[config.mk]
export PLATFORM = sky130hd
export DESIGN_NAME = snake_input_core
export DESIGN_NICKNAME = d
export VERILOG_FILES = /design/src/rtl/snake_input_core.sv
export SDC_FILE = /design/constraint.sdc
export NUM_CORES = 1
export LEC_CHECK = 0
export CORE_ASPECT_RATIO = 0.6
export CORE_MARGIN = 5
export CORE_UTILIZATION = 37
export DETAILED_ROUTE_END_ITERATION = 16
export HOLD_SLACK_MARGIN = 0.1
export PLACE_DENSITY = 0.52
export SLEW_MARGIN = 20
export SYNTH_ARGS = -nofsm -noshare
export SYNTH_HDL_FRONTEND = slang
export SYNTH_SLANG_ARGS = --single-unit
[constraint.sdc]
create_clock -name clk -period 5.4 [get_ports clk]
set_input_delay 0.81 -clock clk [delete_from_list [all_inputs] [get_ports clk]]
set_output_delay 0.81 -clock clk [all_outputs]
set_load 0.02 [all_outputs]
[src/rtl/snake_input_core.sv]
// Snake front end: game-tick divider, LFSR-based food/normal generator and
// synchronized push-button to non-reversing one-hot direction decoder.
module snake_input_core #(
    parameter int unsigned DIVISOR = 2000000,
    parameter int unsigned X_CELLS = 80,
    parameter int unsigned Y_CELLS = 60,
    parameter logic [15:0] SEED    = 16'hACE1
) (
    input  logic       clk,
    input  logic       rst,
    input  logic       up,
    input  logic       right,
    input  logic       left,
    input  logic       down,
    output logic       out_clk,
    output logic       tick,
    output logic [6:0] randX,
    output logic [6:0] randY,
    output logic [2:0] normal,
    output logic [3:0] direction
);

    localparam int unsigned CNT_W = (DIVISOR > 1) ? $clog2(DIVISOR) : 1;
    localparam logic [CNT_W-1:0] CNT_MAX = CNT_W'(DIVISOR - 1);

    typedef enum logic [3:0] {
        DIR_UP    = 4'b0001,
        DIR_RIGHT = 4'b0010,
        DIR_LEFT  = 4'b0100,
        DIR_DOWN  = 4'b1000
    } dir_t;

    function automatic logic [6:0] x_of(input logic [15:0] l);
        return 7'(32'(l[6:0]) % X_CELLS);
    endfunction

    function automatic logic [6:0] y_of(input logic [15:0] l);
        return 7'(32'(l[14:8]) % Y_CELLS);
    endfunction

    function automatic logic [2:0] n_of(input logic [15:0] l);
        return {l[15], l[10], l[5]};
    endfunction

    logic [CNT_W-1:0] cnt;
    logic [15:0]      lfsr;
    logic [3:0]       sync1;
    logic [3:0]       sync2;
    logic             wrap_c;
    logic             rise_c;
    logic             feedback_c;
    logic [3:0]       opposite_c;
    dir_t             state;
    dir_t             next_state;

    assign wrap_c     = (cnt == CNT_MAX);
    assign rise_c     = wrap_c & ~out_clk;
    assign feedback_c = lfsr[15] ^ lfsr[13] ^ lfsr[12] ^ lfsr[10];

    // Clock divider; tick marks the cycle in which out_clk first reads high
    always_ff @(posedge clk or negedge rst) begin
        if (!rst) begin
            cnt     <= '0;
            out_clk <= 1'b0;
            tick    <= 1'b0;
        end else begin
            cnt  <= wrap_c ? '0 : cnt + CNT_W'(1);
            tick <= rise_c;
            if (wrap_c) begin
                out_clk <= ~out_clk;
            end
        end
    end

    // LFSR advances on each game tick; outputs are re-registered from it
    always_ff @(posedge clk or negedge rst) begin
        if (!rst) begin
            lfsr   <= SEED;
            randX  <= x_of(SEED);
            randY  <= y_of(SEED);
            normal <= n_of(SEED);
        end else begin
            if (rise_c) begin
                lfsr <= {lfsr[14:0], feedback_c};
            end
            randX  <= x_of(lfsr);
            randY  <= y_of(lfsr);
            normal <= n_of(lfsr);
        end
    end

    // Two-flop synchronizer, bit order {down, left, right, up}
    always_ff @(posedge clk or negedge rst) begin
        if (!rst) begin
            sync1 <= '0;
            sync2 <= '0;
        end else begin
            sync1 <= {down, left, right, up};
            sync2 <= sync1;
        end
    end

    always_ff @(posedge clk or negedge rst) begin
        if (!rst) begin
            state <= DIR_DOWN;
        end else begin
            state <= next_state;
        end
    end

    // With this encoding the reverse direction is the bit-reversed code
    always_comb begin
        next_state = state;
        opposite_c = {state[0], state[1], state[2], state[3]};
        if ($onehot(sync2) && (sync2 != opposite_c)) begin
            next_state = dir_t'(sync2);
        end
    end

    assign direction = state;

endmodule

==> metrics.cfg, run 1 <==
[status]
run_status = complete, no violations

[route]
avgRoutedWirePerCell_um = 14.1
ant_nets = 0
detail_route.vias_per_cell = 4.73
detail_route.iter0.violations = 124
drt_pre_antenna_iters = 4
route.detailed.drc = 0
via_count = 1725
routed_wl_um = 5150

[die]
die_area_um2 = 9850
initial_utilization = 0.376
die_h_um = 78.9
floorplan.rows = 25
ios = 29
fp.coreArea_um2 = 7790
die_x_um = 125

[global_route]
grt_start_max_net_pins = 69
first_global_vias = 1718
global_route.overflow_total = 0
grt_first_pass_wirelength_um = 8790
grt_antenna_before_repair = 0
all_layer_gr_usage = 0.114

[place]
detailed_place.area_um2 = 3290
io_buffers = 28
place_hpwl_um = 3420
dp_worst_setup_slack_ns = 3.14
place.gp.congestion = 0.807

[cts]
cts_tree = done
post-cts-setup-buffer-count = 0
cts_resized = 0
cts.clk_slew.worst_paths_ns = 0.05
tritoncts.num_buffers = 9
cts_buffer_depth = 2
cts_hold_buffers = 0
cts_max_level = 3
clock_tree.root_cell = sky130_fd_sc_hd__clkbuf_16
clock_sink_count = 68
clkLatencyLatePin_ns = 0.32

[setup_path]
worst-path-max-fanout = 3
critPathTopFamily = buffers and inverters
path_class = reg -> out
timing.critical_path.slowest_cell_delay_ns = 0.60
critical_path.n_buffers_inverters = 1
worstPathArrival_ns = 1.47
type_of_element_launching_the_critical_path = flip-flop
end_kind = output pin
data_required_time_of_the_critical_path_ns = 4.59
timing.critical_path.cells = clkdlybuf4s50_1
cp_slowest_cell = sky130_fd_sc_hd__clkdlybuf4s50_1

[timing]
rsz_0062_raised_after_global_routing = no
finalClockSkew_ns = 0.00533
clock.fmax_mhz = 439
timing.final.max_slew_violations = 0
hold_viol = 0
fin_tns_setup_ns = 0
period_minus_slack_ns = 2.28
worst_pin_slew_ns = 0.912
setup_viol = 0
worst_slew_margin_rel = 0.390
final.period_utilization = 0.421
setup_slack_ns = 3.12

[yosys]
synth_nets = 231
synthesis.area_per_instance_um2 = 13.4
ys_ff_latch = 68
netlist-cell-type-count = 40
synth.cell_area_um2 = 2930
number_of_warning_messages_in_the_yosys_log = 0
synth_sequential_area_ratio = 0.589
syn_inst = 219

[pwr]
power.switching_fraction = 0.195
vdd.ir_drop.worst_v = 0.000268
clock_power_share = 0.541
powerDensity_nw_per_um2 = 385
static-leakage-power_nw = 1.55
cellInternalPower_mw = 1.15
power.sequential.fraction = 0.385
p_sw_uw = 277
power_frac_comb = 0.074

[layout]
finalCoreUtilization = 0.474
layout.nets = 264
area_growth_syn_to_layout_pct = 26.2
mostFrequentLayoutCell = sky130_fd_sc_hd__dfrtp_1
final_layout_size_suffix_gt1_frac = 0.249
final_design_area_no_fill_um2 = 3690
n_antenna_cell = 0
fillers = 695
layout.cells.most_common_list = 51 x sky130_fd_sc_hd__dfrtp_1, 27 x sky130_fd_sc_hd__clkdlybuf4s50_1, 17 x sky130_fd_sc_hd__nor2_1, 17 x sky130_fd_sc_hd__dfstp_2, 14 x sky130_fd_sc_hd__xnor2_1

[min_path]
worst_hold_path_type = reg -> reg

[job]
maxCapViolations = 0

-- cell families after synthesis --
group	count (synthesis)	synth area share
adder cells (fa/ha/maj)	6	0.0282
AO/OA/AOI/OAI	19	0.0385
buffers and inverters	9	0.0197
multiplexers	22	0.0966
AND/OR/NAND/NOR	72	0.159
flip-flops	68	0.589
XOR/XNOR	23	0.0688
-- metrics by stage --
stage               std cells  hold slack, ns  power [mW]
finish                    365           0.346        1.42
global route              365           0.355        1.48
CTS                       365           0.347        1.44
detailed placement        349           0.335       0.665
global placement          349           0.332       0.663
floorplan                 219           0.331       0.611
-- cell usage after synthesis --
master | count | share of area
sky130_fd_sc_hd__dfrtp_1 | 51 | 0.44
sky130_fd_sc_hd__dfstp_2 | 17 | 0.15
sky130_fd_sc_hd__nor2_1 | 17 | 0.022
sky130_fd_sc_hd__xnor2_1 | 14 | 0.042
sky130_fd_sc_hd__mux2_2 | 10 | 0.038
sky130_fd_sc_hd__mux2_4 | 10 | 0.051
sky130_fd_sc_hd__nand2_1 | 9 | 0.012
sky130_fd_sc_hd__xor2_1 | 9 | 0.027
sky130_fd_sc_hd__nand3_1 | 8 | 0.014
sky130_fd_sc_hd__nand4_1 | 8 | 0.017
sky130_fd_sc_hd__o21ai_0 | 8 | 0.014
sky130_fd_sc_hd__clkbuf_1 | 5 | 0.0064
sky130_fd_sc_hd__ha_1 | 5 | 0.021
sky130_fd_sc_hd__a21oi_1 | 4 | 0.0068
sky130_fd_sc_hd__and3_1 | 4 | 0.0085
sky130_fd_sc_hd__and4_1 | 4 | 0.012
sky130_fd_sc_hd__nor3_1 | 4 | 0.0068
sky130_fd_sc_hd__nor4_1 | 3 | 0.0064
sky130_fd_sc_hd__a31oi_1 | 2 | 0.0043
sky130_fd_sc_hd__and4bb_2 | 2 | 0.0085
sky130_fd_sc_hd__inv_1 | 2 | 0.0026
sky130_fd_sc_hd__mux2i_1 | 2 | 0.0068
sky130_fd_sc_hd__nand2b_1 | 2 | 0.0043
sky130_fd_sc_hd__nor4b_4 | 2 | 0.016
sky130_fd_sc_hd__o31ai_1 | 2 | 0.0051
sky130_fd_sc_hd__a2111oi_1 | 1 | 0.0034
sky130_fd_sc_hd__and2_1 | 1 | 0.0021
sky130_fd_sc_hd__buf_12 | 1 | 0.0068
sky130_fd_sc_hd__buf_6 | 1 | 0.0038
sky130_fd_sc_hd__fa_1 | 1 | 0.0068
sky130_fd_sc_hd__nand4_2 | 1 | 0.0043
sky130_fd_sc_hd__nand4_4 | 1 | 0.0073
sky130_fd_sc_hd__nand4b_1 | 1 | 0.0030
sky130_fd_sc_hd__nor2_2 | 1 | 0.0021
sky130_fd_sc_hd__nor2b_1 | 1 | 0.0021
sky130_fd_sc_hd__nor3_2 | 1 | 0.0034
sky130_fd_sc_hd__nor3_4 | 1 | 0.0056
sky130_fd_sc_hd__nor3b_1 | 1 | 0.0026
sky130_fd_sc_hd__o22ai_1 | 1 | 0.0021
sky130_fd_sc_hd__o41ai_1 | 1 | 0.0030
-- flip-flops by register name (all words and copies together) (netlist names) --
| name | cells |
|---|---|
| sync1 | 4 |
| cnt | 21 |
| normal | 3 |
| direction | 4 |
| lfsr | 16 |
| tick | 1 |
| randX | 7 |
| randY | 7 |
| sync2 | 4 |
| out_clk | 1 |
-- metal layers --
layer  routed length, um  GRT usage  up-vias
li1                    -          -      844
met1                2880      0.169      849
met2                1950      0.138       30
met3                 293     0.0491        2
met4                  28     0.0552        0
met5                   0          0        -
-- power groups by stage --
stage,Combinational [mW],Clock (mW),Sequential [mW]
after CTS,0.108,0.787,0.548
after floorplan,0.0374,0,0.574
after global routing,0.114,0.810,0.550
final,0.105,0.769,0.548
after global placement,0.107,0,0.556
after detailed placement,0.108,0,0.557
-- cell type report --
type / count / area, um2 / share of cell area
clock buffer: 10 / 239 / 0.0647
clock inverter: 6 / 159 / 0.0430
inverter: 2 / 7.51 / 0.00203
multi-input combinational: 142 / 1150 / 0.310
sequential: 68 / 1720 / 0.467
tap: 108 / 135 / 0.0366
timing repair buffer: 29 / 283 / 0.0766
-- worst paths after layout --
check                              from           end  slack, ns  cells after the start
setup / recovery           direction[3]  direction[3]       3.12                      1
hold / removal                 sync1[2]      sync2[2]       0.35                      0
setup reg to reg                 cnt[0]       lfsr[3]       3.13                      4
hold reg to reg                sync1[2]      sync2[2]       0.35                      0
max in group asynchronous           rst        cnt[9]       4.17                      2
min in group asynchronous           rst       lfsr[9]       0.67                      2
Power figures use the tool's default switching activity.
==> run 2: changes to the inputs <==
Clock period 5.4 ns to 2.2 ns, I/O delays scaled along.
==> run 2 against run 1 <==
Against the previous run: cell count increased by 1.1%; sequential power increased by 140%; global-route usage increased by 0.79 points; critical path depth increased by 5; utilization decreased by 0.48 points; power increased by 110%; critical path type is now reg -> reg; largest cell class unchanged.
==> metrics.cfg, run 2 (synthesis results as in run 1) <==
[status]
run_status = complete, no violations

[layout]
finalCoreUtilization = 0.469  ; -0.00482
final_design_area_no_fill_um2 = 3650  ; -1.0%
registers.top_by_ff_count = cnt
layout.cells.most_common_list = 51 x sky130_fd_sc_hd__dfrtp_1, 27 x sky130_fd_sc_hd__clkdlybuf4s50_1, 17 x sky130_fd_sc_hd__nor2_1, 17 x sky130_fd_sc_hd__dfstp_2, 14 x sky130_fd_sc_hd__xnor2_1
mostFrequentLayoutCell = sky130_fd_sc_hd__dfrtp_1
layout_top_registers = cnt: 21 flops, lfsr: 16 flops
area_growth_syn_to_layout_pct = 24.9
n_antenna_cell = 0  ; unchanged
final_layout_size_suffix_gt1_frac = 0.257  ; +0.00768
flip_flop_count_of_the_largest_register_all_copies_and_words_added = 21  ; unchanged
layout.nets = 268  ; +1.5%

[route]
drt_pre_antenna_iters = 4  ; unchanged
route.detailed.drc = 0  ; unchanged
routed_wl_um = 5250  ; +2.1%
detail_route.iter0.violations = 116  ; -6.5%
via_count = 1775  ; +2.9%
ant_nets = 0  ; unchanged
detail_route.vias_per_cell = 4.81  ; +1.8%
avgRoutedWirePerCell_um = 14.2  ; +0.97%

[place]
dp_worst_setup_slack_ns = 0.108  ; -3.03 ns
detailed_place.area_um2 = 3340  ; +1.4%
place_hpwl_um = 3660  ; +6.9%
place.gp.congestion = 0.813  ; +0.66%
io_buffers = 28  ; unchanged

[die]
die_area_um2 = 9850  ; unchanged
die_x_um = 125  ; unchanged
fp.coreArea_um2 = 7790  ; unchanged
initial_utilization = 0.376  ; unchanged
die_h_um = 78.9  ; unchanged
ios = 29  ; unchanged
floorplan.rows = 25  ; unchanged

[timing]
rsz_0062_raised_after_global_routing = no
fin_tns_setup_ns = 0  ; unchanged
worst_slew_margin_rel = 0.623  ; +0.233
finalClockSkew_ns = 0.00577  ; +0.000439 ns
worst_pin_slew_ns = 0.566  ; -0.347 ns
timing.final.max_slew_violations = 0  ; unchanged
setup_viol = 0  ; unchanged
setup_slack_ns = 0.112  ; -3.01 ns
final.period_utilization = 0.949
period_minus_slack_ns = 2.09
clock.fmax_mhz = 479
hold_viol = 0  ; unchanged

[pwr]
powerDensity_nw_per_um2 = 831  ; +120%
vdd.ir_drop.worst_v = 0.000466  ; +74%
static-leakage-power_nw = 1.53  ; -1.4%

[cts]
cts_max_level = 3  ; unchanged
cts_hold_buffers = 1  ; +1
cts_resized = 0  ; unchanged
cts_buffer_depth = 2  ; unchanged
tritoncts.num_buffers = 9  ; unchanged
cts_tree = done
cts.clk_slew.worst_paths_ns = 0.05  ; about the same
clock_sink_count = 68  ; unchanged
clkLatencyLatePin_ns = 0.33  ; about the same
post-cts-setup-buffer-count = 0  ; unchanged
clock_tree.root_cell = sky130_fd_sc_hd__clkbuf_16

[setup_path]
critPathLaunch = sync2[2]
data_required_time_of_the_critical_path_ns = 2.41  ; -2.18 ns
worst-path-max-fanout = 4  ; +1
r2r.worst_path.cells = 6  ; +2
cp_slowest_cell = sky130_fd_sc_hd__fa_1
timing.critical_path.slowest_cell_delay_ns = 0.48  ; -0.12 ns
critPathTopFamily = adder cells
timing.critical_path.cells = ha_1 -> ha_1 -> fa_1 -> nor2_1 -> nand3_1 -> mux2_2
worst-r2r-setup-slack_ns = 0.11  ; -3.02 ns
crit_top_cell = sky130_fd_sc_hd__ha_1
worstPathArrival_ns = 2.29  ; +0.82 ns
rr_startpoint = sync2[2]
type_of_element_launching_the_critical_path = flip-flop
path_class = reg -> reg
end_kind = flip-flop
critical_path.n_buffers_inverters = 0  ; -1
rr_endpoint = direction[2]

[min_path]
worst_hold_path.endpoint = sync2[1]
holdPathStages = 0  ; unchanged
worst_hold_path_type = reg -> reg
hold_start = sync1[1]

[global_route]
grt_first_pass_wirelength_um = 9360  ; +6.5%
first_global_vias = 1826  ; +6.3%
global_route.overflow_total = 0  ; unchanged
grt_start_max_net_pins = 28  ; -59%
all_layer_gr_usage = 0.122  ; +0.00786
grt_antenna_before_repair = 0  ; unchanged

[job]
maxCapViolations = 0  ; unchanged

## run 2: changes by cell type in the layout (fill, tap and decap cells not counted), sizes merged
cell | before | now
buf | 2 | 5
bufinv | 5 | 1
clkinv | 1 | 3
clkinvlp | 0 | 2
dlygate4sd3 | 0 | 1
## run 2: final cells by class
class / instances / area [um2]
Multi-Input combinational cell: 142 / 1150
Inverter: 2 / 7.51
Sequential cell: 68 / 1720
Clock inverter: 6 / 63.8
Clock buffer: 10 / 239
Timing Repair Buffer: 33 / 340
Tap cell: 108 / 135
Fill cell: 710 / 4130
## run 2: metal layers
| metal | global-route usage | part of all wire | up-vias |
|---|---|---|---|
| li1 | - | - | 857 |
| met1 | 0.176 | 0.52 | 875 |
| met2 | 0.158 | 0.40 | 36 |
| met3 | 0.0504 | 0.058 | 7 |
| met4 | 0.0519 | 0.015 | 0 |
| met5 | 0 | 0 | - |
## run 2: worst max path at each step
stage	cells after the start	slack [ns]	endpoint
after CTS	6	0.1	direction[2]
after global placement	6	0.16	direction[0]
final	6	0.11	direction[2]
after global routing	6	0.02	direction[2]
after floorplan	6	0.21	direction[0]
after detailed placement	6	0.11	direction[2]
## run 2: per-stage QoR
stage | std cells | power [mW] | hold slack (ns)
after floorplan | 219 | 1.50 | 0.0344
after global placement | 352 | 1.63 | 0.334
after detailed placement | 352 | 1.64 | 0.335
after CTS | 369 | 3.10 | 0.347
after global routing | 369 | 3.18 | 0.349
final | 369 | 3.04 | 0.344
## run 2: where the power goes
group | internal [mW] | switching (mW) | total, mW
combinational | 0.143 | 0.123 | 0.266
sequential | 1.31 | 0.0388 | 1.34
clock | 0.904 | 0.522 | 1.43
